[config.mk]
export PLATFORM = sky130hd
export DESIGN_NAME = ifetch_ctrl
export DESIGN_NICKNAME = d
export VERILOG_FILES = /design/src/rtl/ifetch_ctrl.sv
export SDC_FILE = /design/constraint.sdc
export NUM_CORES = 1
export LEC_CHECK = 0
export BUFFER_PORTS_ARGS = -buffer_cell sky130_fd_sc_hd__buf_4
export CAP_MARGIN = 5
export CORE_ASPECT_RATIO = 0.9
export CORE_MARGIN = 3
export CORE_UTILIZATION = 52
export DETAILED_ROUTE_END_ITERATION = 8
export GPL_TIMING_DRIVEN = 0
export PLACE_DENSITY_LB_ADDON = 0.1
export SLEW_MARGIN = 20
export SYNTH_ARGS = -nofsm -noshare
export SYNTH_HDL_FRONTEND = slang
export SYNTH_SLANG_ARGS = --single-unit
[constraint.sdc]
create_clock -name clock -period 4.6 [get_ports clock]
set_input_delay 0.92 -clock clock [delete_from_list [all_inputs] [get_ports clock]]
set_output_delay 0.92 -clock clock [all_outputs]
set_load 0.02 [all_outputs]
[src/rtl/ifetch_ctrl.sv]
`default_nettype none
// ============================================================================
// ifetch_ctrl : PC sequencer driving sync-read imem, PC-tagged FIFO to decode
// Rev 1.0
// ============================================================================
module ifetch_ctrl #(
  parameter int             N        = 32,
  parameter int             AW       = 5,
  parameter int             DEPTH    = 2,
  parameter logic [N-1:0]   RESET_PC = '0
) (
  input  logic          clock,
  input  logic          reset,
  input  logic          run_en,
  output logic          imem_req,
  output logic [AW-1:0] imem_addr,
  input  logic [N-1:0]  imem_rdata,
  output logic [N-1:0]  instr,
  output logic [N-1:0]  instr_pc,
  output logic          instr_valid,
  input  logic          instr_ready,
  input  logic          redirect,
  input  logic [N-1:0]  redirect_pc,
  output logic          busy
);

  localparam int            CW      = $clog2(DEPTH + 1);
  localparam int            PW      = (DEPTH > 1) ? $clog2(DEPTH) : 1;
  localparam logic [CW:0]   C_DEPTH = (CW+1)'(DEPTH);
  localparam logic [PW-1:0] C_LAST  = PW'(DEPTH - 1);

  typedef enum logic [0:0] {
    IDLE = 1'b0,
    RUN  = 1'b1
  } state_t;

  state_t        state;
  state_t        state_nxt;
  logic [N-1:0]  pc;
  logic [N-1:0]  tag;
  logic          inflight;
  logic [CW-1:0] count;
  logic [PW-1:0] rd_ptr;
  logic [PW-1:0] wr_ptr;
  logic [N-1:0]  fifo_instr [DEPTH];
  logic [N-1:0]  fifo_pc    [DEPTH];

  logic          issue;
  logic          push;
  logic          pop;
  logic [CW:0]   occupancy;
  logic [N-1:0]  target;

  function automatic logic [PW-1:0] ptr_inc(input logic [PW-1:0] p);
    return (p == C_LAST) ? '0 : p + PW'(1);
  endfunction

  assign instr_valid = (count != '0);
  assign pop         = instr_valid & instr_ready;
  // A return is dropped when a redirect lands in its arrival cycle.
  assign push        = inflight & ~redirect;
  // Counting the in-flight read as occupied keeps the FIFO from overflowing.
  assign occupancy   = {1'b0, count} + (CW+1)'(inflight) - (CW+1)'(pop);
  assign target      = redirect_pc & ~N'(3);
  assign imem_req    = issue;
  assign imem_addr   = pc[AW+1:2];
  assign busy        = (state == RUN) | inflight;
  assign instr       = instr_valid ? fifo_instr[rd_ptr] : '0;
  assign instr_pc    = instr_valid ? fifo_pc[rd_ptr]    : '0;

  always_ff @(posedge clock or posedge reset) begin
    if (reset) state <= IDLE;
    else       state <= state_nxt;
  end

  always_comb begin
    state_nxt = state;
    issue     = 1'b0;
    case (state)
      IDLE: begin
        if (run_en) state_nxt = RUN;
      end
      RUN: begin
        if (!run_en) state_nxt = IDLE;
        issue = !redirect && (occupancy < C_DEPTH);
      end
      default: state_nxt = IDLE;
    endcase
  end

  always_ff @(posedge clock or posedge reset) begin
    if (reset) begin
      pc       <= RESET_PC;
      tag      <= '0;
      inflight <= 1'b0;
    end else begin
      inflight <= issue;
      if (redirect) begin
        pc <= target;
      end else if (issue) begin
        pc  <= pc + N'(4);
        tag <= pc;
      end
    end
  end

  always_ff @(posedge clock or posedge reset) begin
    if (reset) begin
      count  <= '0;
      rd_ptr <= '0;
      wr_ptr <= '0;
    end else if (redirect) begin
      count  <= '0;
      rd_ptr <= '0;
      wr_ptr <= '0;
    end else begin
      if (push) wr_ptr <= ptr_inc(wr_ptr);
      if (pop)  rd_ptr <= ptr_inc(rd_ptr);
      count <= count + CW'(push) - CW'(pop);
    end
  end

  // Storage needs no reset: the head is masked while the FIFO is empty.
  always_ff @(posedge clock) begin
    if (push) begin
      fifo_instr[wr_ptr] <= imem_rdata;
      fifo_pc[wr_ptr]    <= tag;
    end
  end

endmodule
`default_nettype wire

==> out/qor.txt <==
Worst-path maximum fanout - 11
Endpoints failing setup - 0
Post-route DRC - 0
Syn Std Cell Area - 8035 µm²
Initial core utilization - 53.84%
Max Slew Vio Count - 0
DRT Wirelength - 17.14 mm
Post-DRT Antenna Nets - 0
Fmax - 231.9 MHz
I/O pins - 141
Area growth syn-to-layout - 25.01%
Worst Setup End Kind - output port
Sequential Power Share - 44.3%
Total of max-cap violations - 0
Post-DP HPWL - 11.95 mm
Post-synth ARST share - 34.74%
Setup Buffers After CTS - 0
Row count - 42
Vias - 5327
CP startpoint kind - flip-flop
Fin. Hold Viols - 0
Worst EP required - 3.68 ns
Post-synth cell types - 49
Cells on worst reg2reg path - 10
Worst-Margin Slew - 0.7895 ns
Most common cell after layout, fill and taps aside - buf_4
Routed wire per std cell - 17.89 µm
Clk pwr share - 27.5%
Setup_tns - 0 ns
Die X - 137.0 µm
Internal Power - 3.695 mW
Min Tclk post-route - 4.312 ns
Most frequent cells in the layout - buf_4, edfxtp_1, nor2_1, dfrtp_1, mux2i_1
TritonRoute pass-1 iters - 5
PortBufs - 136
Die Ht - 123.9 µm
Global-route wire length before repair - 26.75 mm
Clock Skews - 0.007583 ns
Period utilization - 93.75%
Initial DRC Count - 329
Layout cells sized above 1 - 28.95%
Switching Share - 30.73%
Avg Cell Area, Syn - 13.67 µm²
Leakage - 3.790 nW
Via density - 5.561
Main synth FF type - edfxtp_1
RSZ-0062 raised after global routing - no
Total Die Area - 16980 µm²
Ant diodes - 0
PD cells - 531.0 nW/µm²
Total gr overflow - 0
Status - completed
Switching pwr - 1.639 mW
Global placement routability congestion - 0.9202
Root Driver - clkbuf_16
Synth Register Bits - 190
Synth warn - 0
Hold Crit Class - primary input to asynchronous set/reset pin
Post-Synthesis Cells - 588
Worst-skew pair later-pin latency - 0.42 ns
Post-CTS Hold Buffers - 0
Initial antenna violation count - 0
GR Util All Layers - 20.71%
H-tree depth - 4
Core region area - 14920 µm²
Placed Cells incl. Taps - 927
CTS tree - done
Worst vdd ir - 0.3071 mV
Non-Filler Instances - 958
Post-synth EDFFs - 124
Share of power burned in combinational logic - 28.2%
CTS Buffer Depth - 2
Worst setup path category - flip-flop to output port
CTS buffer count - 17
Number of global-route vias before repair - 5142
Clock transition at path regs - 0.07 ns
Nets - 821
Sequential share of the synthesized area - 66.90%
Largest net degree at the start of global routing - 47
WP data arrival - 3.39 ns
Sink Count - 190
Worst slew margin - 46.88%
## metal layers
metal	global-route usage, %	part of all wire (%)	vias to the layer above
met5	0	0	-
met1	28.34	43	2631
met2	33.12	48	186
met3	4.806	7.1	17
met4	6.920	1.3	0
li1	-	-	2493
## worst paths after layout
| check | start | endpoint | slack, ns |
|---|---|---|---|
| worst max register to register | count[1] | pc[20] | 0.75 |
| worst min register to register | tag[30] | fifo_pc[0][30] | 0.48 |
| max in group asynchronous | reset | pc[30] | 3.60 |
| min in group clock | tag[30] | fifo_pc[0][30] | 0.48 |
| worst min-delay path | reset | tag[10] | 0.46 |
| worst max-delay path | count[1] | imem_req | 0.29 |
## stage by stage
| step | util [%] | cell area, µm² | hold slack [ns] | power, mW | setup WS (ns) |
|---|---|---|---|---|---|
| finish | 67.30 | 10040 | 0.4644 | 5.334 | 0.2877 |
| global route | 67.30 | 10040 | 0.4692 | 5.589 | 0.01857 |
| CTS | 67.20 | 10030 | 0.4583 | 5.372 | 0.1034 |
| detailed placement | 63.15 | 9425 | 0.4607 | 3.897 | -0.1587 |
| global placement | 62.38 | 9310 | 0.4451 | 3.831 | -0.5615 |
| floorplan | - | 8041 | 0.4382 | 3.302 | 0.8674 |
## final cells by class
type                            count  area (µm²)
Fill cell                        1092        4880
Timing Repair Buffer              140        1124
Buffer                             36       170.2
Clock buffer                       18       429.2
Multi-Input combinational cell    356        2506
Tap cell                          198       247.7
Inverter                            7       28.78
Clock inverter                     13       163.9
Sequential cell                   190        5375
## power by group through the flow
stage	Sequential (mW)	Clock, mW	Combinational [mW]
CTS	2.36	1.49	1.52
detailed placement	2.39	0	1.50
finish	2.36	1.47	1.50
global route	2.40	1.55	1.63
floorplan	2.33	0	0.975
global placement	2.37	0	1.46
## cells by family (layout without fill, tap and decap cells)
family	Yosys count	count (layout)	synth area share, %
other	1	2	0.04667
AND/OR/NAND/NOR	198	198	12.47
flip-flops	190	190	66.89
XOR/XNOR	13	13	1.417
multiplexers	93	93	12.05
AO/OA/AOI/OAI	46	46	4.002
adder cells (fa/ha/maj)	4	4	0.7163
buffers and inverters	43	214	2.398
## flip-flops by register name (all words and copies together), names as in the netlist
signal / flops
pc: 30
fifo_pc: 60
rd_ptr: 1
tag: 30
state: 1
fifo_instr: 64
count: 2
wr_ptr: 1
inflight: 1
## synth_stat cells, drive strengths merged (2+ instances only)
master	instances	area, µm²
ha	3	37.54
o311ai	3	26.28
a31oi	5	31.28
inv	6	22.52
clkbuf	22	82.58
mux2	30	337.8
or2	2	12.51
o21ai	13	65.06
mux2i	63	630.6
a22oi	4	30.03
nor4	4	31.28
nand2	31	116.4
xnor2	6	52.55
a311o	2	20.02
and4	3	26.28
o31ai	6	45.04
nor3	3	15.01
or4	12	90.09
nand3	21	110.1
and2	3	18.77
nand4	16	115.1
dfrtp	66	1652
and3	3	18.77
nor2b	11	68.82
nor4b	2	17.52
buf	14	83.83
xor2	7	61.31
edfxtp	124	3724
or3	5	31.28
o211ai	9	67.56
nor2	78	292.8
## critical path, stage by stage, from the launching register on
cell and delay, ns:
dfrtp_1 0.56, nor2_4 0.15, inv_1 0.12, and2_1 0.19
nor2b_1 0.27, o21ai_0 0.16, fa_1 0.60, nand3b_1 0.19
nor2_4 0.24, clkbuf_4 0.30, buf_4 0.17
## repair_timing
item                                    4_1_cts  5_1_grt
cloned                                        0        0
endpoints found under the setup margin        1        1
gates resized for setup                       4        4
Power figures use the tool's default switching activity.
